<file path="src/rtl/if_fetch_unit.sv">
// Instruction-fetch stage: PC/nPC pair with delayed-branch nPC selection and IF/ID register.
// Optional IF_ALIGN_CHECK_EN: clear target bits [1:0] on misaligned loads and pulse misalign.
module if_fetch_unit #(
    parameter int unsigned    W        = 32,
    parameter logic [W-1:0]   RESET_PC = '0,
    parameter logic [W-1:0]   TRAP_VEC = W'(32'h0000_0080)
) (
    input  logic             clk,
    input  logic             R,
    input  logic             le,
    input  logic             flush,
    input  logic [1:0]       sel,
    input  logic [W-1:0]     ta,
    input  logic [W-1:0]     alu_out,
    output logic [W-1:0]     imem_addr,
    input  logic [31:0]      imem_data,
    output logic [W-1:0]     pc,
    output logic [W-1:0]     npc,
    output logic [31:0]      ifid_instr,
    output logic [W-1:0]     ifid_pc,
    output logic             ifid_valid,
    output logic             misalign
);

    logic [W-1:0] r_pc;
    logic [W-1:0] r_npc;
    logic [31:0]  r_ifid_instr;
    logic [W-1:0] r_ifid_pc;
    logic         r_ifid_valid;
    logic [W-1:0] w_target;
    logic [W-1:0] w_npc_next;

    always_comb begin
        w_target = r_npc + W'(4);
        unique case (sel)
            2'b00:   w_target = r_npc + W'(4);
            2'b01:   w_target = ta;
            2'b10:   w_target = alu_out;
            2'b11:   w_target = TRAP_VEC;
            default: w_target = r_npc + W'(4);
        endcase
    end

`ifdef IF_ALIGN_CHECK_EN
    logic w_misaligned;
    logic r_misalign;

    // Sequential increments stay aligned; only redirected targets are checked.
    always_comb begin
        w_misaligned = (sel != 2'b00) && (w_target[1:0] != 2'b00);
        w_npc_next   = w_misaligned ? {w_target[W-1:2], 2'b00} : w_target;
    end

    always_ff @(posedge clk) begin
        if (R) begin
            r_misalign <= 1'b0;
        end else begin
            r_misalign <= le & w_misaligned;
        end
    end

    assign misalign = r_misalign;
`else
    always_comb begin
        w_npc_next = w_target;
    end

    assign misalign = 1'b0;
`endif

    always_ff @(posedge clk) begin
        if (R) begin
            r_pc         <= RESET_PC;
            r_npc        <= RESET_PC + W'(4);
            r_ifid_instr <= '0;
            r_ifid_pc    <= '0;
            r_ifid_valid <= 1'b0;
        end else begin
            if (le) begin
                r_pc  <= r_npc;
                r_npc <= w_npc_next;
            end
            // Flush annuls IF/ID independently of le; PC/nPC still follow le.
            if (flush) begin
                r_ifid_instr <= '0;
                r_ifid_pc    <= '0;
                r_ifid_valid <= 1'b0;
            end else if (le) begin
                r_ifid_instr <= imem_data;
                r_ifid_pc    <= r_pc;
                r_ifid_valid <= 1'b1;
            end
        end
    end

    assign pc         = r_pc;
    assign npc        = r_npc;
    assign imem_addr  = r_pc;
    assign ifid_instr = r_ifid_instr;
    assign ifid_pc    = r_ifid_pc;
    assign ifid_valid = r_ifid_valid;

endmodule

</file>
<file path="config.mk">
export PLATFORM = sky130hd
export DESIGN_NAME = if_fetch_unit
export DESIGN_NICKNAME = d
export VERILOG_FILES = /design/src/rtl/if_fetch_unit.sv
export SDC_FILE = /design/constraint.sdc
export NUM_CORES = 1
export LEC_CHECK = 0
export ABC_AREA = 1
export CAP_MARGIN = 20
export CORE_MARGIN = 3
export CORE_UTILIZATION = 40
export CTS_CLUSTER_DIAMETER = 30
export DETAILED_ROUTE_END_ITERATION = 7
export GPL_TIMING_DRIVEN = 0
export PLACE_DENSITY = 0.79
export SLEW_MARGIN = 20
export SYNTH_ARGS = -nofsm -noshare
export SYNTH_HDL_FRONTEND = slang
export SYNTH_SLANG_ARGS = --single-unit
</file>
<file path="constraint.sdc">
create_clock -name clk -period 2 [get_ports clk]
set_clock_uncertainty 0.1 [all_clocks]
set_input_delay 0.2 -clock clk [delete_from_list [all_inputs] [get_ports clk]]
set_output_delay 0.2 -clock clk [all_outputs]
set_load 0.01 [all_outputs]
</file>
==> impl_metrics.env <==
export IMPL_fp_coreArea_sq_um=14200
export IMPL_ant_nets=0
export IMPL_crit_required_ns=1.70
export IMPL_drc_errors=0
export IMPL_routabilityCongestion=0.9314
export IMPL_hold_viol=0
export IMPL_grt_max_degree=17
export IMPL_swShare_pct=26.96
export IMPL_cpLargestDelayFamily="buffers and inverters"
export IMPL_synth_top_family_by_area="simple AND/OR/NAND/NOR gates"
export IMPL_synthFlopType="dfxtp_1"
export IMPL_synth_adder_area_share_pct=0.2109
export IMPL_cp_cell_sequence="clkdlybuf4s50_1"
export IMPL_cts_setup_buffers=0
export IMPL_syn_nets=925
export IMPL_critPathBufInv=1
export IMPL_synth_edf_count=0
export IMPL_cts_hold_buf=0
export IMPL_path_class="reg2out"
export IMPL_period_share_pct=94.76
export IMPL_clkPwrFrac_pct=42.3
export IMPL_wl_mm=21.77
export IMPL_die_height_microns=127.8
export IMPL_power_internal_mw=5.026
export IMPL_htreeDepth=4
export IMPL_portBuffers=261
export IMPL_fillers=1284
export IMPL_fin_crit_ns=1.895
export IMPL_avgViaCountPerCell=5.117
export IMPL_first_iter_violations=396
export IMPL_max_freq_mhz=527.7
export IMPL_synthXorXnorAreaFrac_pct=0.8857
export IMPL_syn_inst=822
export IMPL_p_comb_share_pct=16.3
export IMPL_ys_seq_area_share_pct=43.53
export IMPL_clk_path_buf_depth=2
export IMPL_cts_tree="yes"
export IMPL_min_path_type="in2reg"
export IMPL_cts_buffers=17
export IMPL_p_seq_share_pct=41.4
export IMPL_yosys_area_share_simple_pct=25.43
export IMPL_dp_slack_ns=-0.08869
export IMPL_power_leakage_nw=3.481
export IMPL_cts_reportedPaths_clkPinSlew_ns=0.06
export IMPL_post_route_util_pct=65.71
export IMPL_regArea_sq_um=2582
export IMPL_ys_seq_elements=129
export IMPL_vias=6627
export IMPL_clock_latency_ns=0.42
export IMPL_initial_core_util_pct=41.77
export IMPL_cpPeakStageDelay_ns=0.62
export IMPL_worstMarginPinSlew_ns=0.6872
export IMPL_cts_sinks=129
export IMPL_rows=43
export IMPL_status="finished clean"
export IMPL_antenna_cells=0
export IMPL_rsz0062_at_grt="false"
export IMPL_cts_repair_resized=0
export IMPL_p_switching_mw=1.855
export IMPL_multiInputGateArea_sq_um=2754
export IMPL_startpoint_type="register"
export IMPL_final_setup_worst_slack_ns=0.1048
export IMPL_cts_root_buffer="clkbuf_16"
export IMPL_cp_arrival_ns=1.60
export IMPL_synth_compound_area_share_pct=19.82
export IMPL_finalSetupViolations=0
export IMPL_synth_area_sq_um=5933
export IMPL_peakVddDrop_mv=0.5807
export IMPL_dp_hpwl_mm=16.76
export IMPL_fin_nets=1205
export IMPL_synth_warnings=0
export IMPL_worst_setup_path_end_kind="output port"
export IMPL_drive_gt1_share_pct=9.686
export IMPL_antenna_found_initial=0
export IMPL_avgRoutedWirePerCell_microns=16.81
export IMPL_syn_avg_cell_area_sq_um=7.218
export IMPL_synth_mux_area_share_pct=0
export IMPL_powerDensity_nw_per_um2=737.2
export IMPL_ys_types=31
export IMPL_die_x_microns=127.8
export IMPL_overflow=0
export IMPL_area_delta_synth_final_pct=57.30
export IMPL_synthArstFlopShare_pct=0
export IMPL_crit_fanout=7
export IMPL_grt_pass1_wl_mm=33.53
export IMPL_ios=264
export IMPL_slew_headroom_pct=54.19
export IMPL_fp_dieArea_sq_um=16330
export IMPL_drv_cap=0
export IMPL_r2r_setup_slack_ns=0.19
export IMPL_first_global_vias=6391
export IMPL_grtUsageTotal_pct=26.21
export IMPL_drt_first_pass_iters=5
export IMPL_slew_viol_final=0
export IMPL_crit_slowest_cell="clkdlybuf4s50_1"
area by class of cell:
cell class,instances,share of cell area [%]
Buffer,82,4.947
Inverter,36,1.448
Timing Repair Buffer,261,27.99
Tap cell,180,2.413
Multi-Input combinational cell,575,29.51
Sequential cell,129,27.67
Clock buffer,21,5.148
Clock inverter,11,0.8714
power groups by stage:
| stage | Sequential (mW) | Clock (mW) | Combinational (mW) |
|---|---|---|---|
| after global routing | 2.86 | 3.06 | 1.22 |
| after CTS | 2.85 | 2.94 | 1.13 |
| after detailed placement | 2.90 | 0 | 1.12 |
| after global placement | 2.90 | 0 | 1.11 |
| final | 2.85 | 2.91 | 1.12 |
| after floorplan | 2.91 | 0 | 0.424 |
cells in the final DEF, fill, tap and decap left out, drive strengths merged:
cell             n
nand3           29
a31oi            3
o21bai           1
a21oi          108
nand3b           3
nand2          251
a41oi            6
ha               1
clkdlybuf4s50  261
o211ai           1
and2             1
o21ai           69
or2              2
a221oi          22
inv             37
clkinvlp         6
dfxtp          129
nor2            71
xor2             6
clkbuf          54
buf             49
conb             1
clkinv           4
path summary, 6_finish.rpt:
kind                    start          end  depth (start not counted)
setup / recovery       npc[4]       npc[4]                          1
hold / removal             le       npc[1]                          4
setup reg to reg       npc[3]      npc[24]                         10
hold reg to reg   ifid_pc[10]  ifid_pc[10]                          2
Yosys cell counts (7+ instances only):
| master | n | area share (%) |
|---|---|---|
| a21oi_1 | 105 | 8.9 |
| buf_2 | 16 | 1.3 |
| nor2_1 | 58 | 3.7 |
| nand2_1 | 244 | 15 |
| nor2_4 | 7 | 1.3 |
| nand3_1 | 28 | 2.4 |
| buf_4 | 33 | 4.2 |
| a221oi_1 | 22 | 3.2 |
| clkbuf_1 | 32 | 2.0 |
| o21ai_0 | 68 | 5.7 |
| dfxtp_1 | 129 | 44 |
| inv_1 | 34 | 2.2 |
logic make-up (layout without fill, tap and decap cells):
logic type               Yosys count  in the layout
AO/OA/AOI/OAI                    210            210
XOR/XNOR                           6              6
AND/OR/NAND/NOR                  357            357
flip-flops                       129            129
adder cells (fa/ha/maj)            1              1
other                              1              1
buffers and inverters            118            411
per-layer routing:
metal / GRT usage, % / up-vias / wire, microns
met1: 30.59 / 3048 / 8657
met5: 0 / - / 0
met4: 8.302 / 0 / 401
met2: 45.16 / 308 / 10460
li1: - / 3243 / -
met3: 9.042 / 28 / 2251
state kept, by name, summed over array words and instances (netlist names):
name and flops:
ifid_pc 32, npc 32, imem_addr 32, ifid_instr 32
ifid_valid 1
stage by stage:
step	total power, mW	setup TNS, ns	hold slack, ns	cell area (sq um)	cells
after floorplan	3.329	0	0.1997	5933	822
after global placement	4.012	-0.3055	0.3470	8771	1263
after detailed placement	4.023	-0.3010	0.3514	8771	1263
after CTS	6.911	0	0.2006	9333	1295
after global routing	7.140	0	0.2308	9333	1295
final	6.881	0	0.2208	9333	1295
No activity file was read; power rests on OpenSTA's default activity.
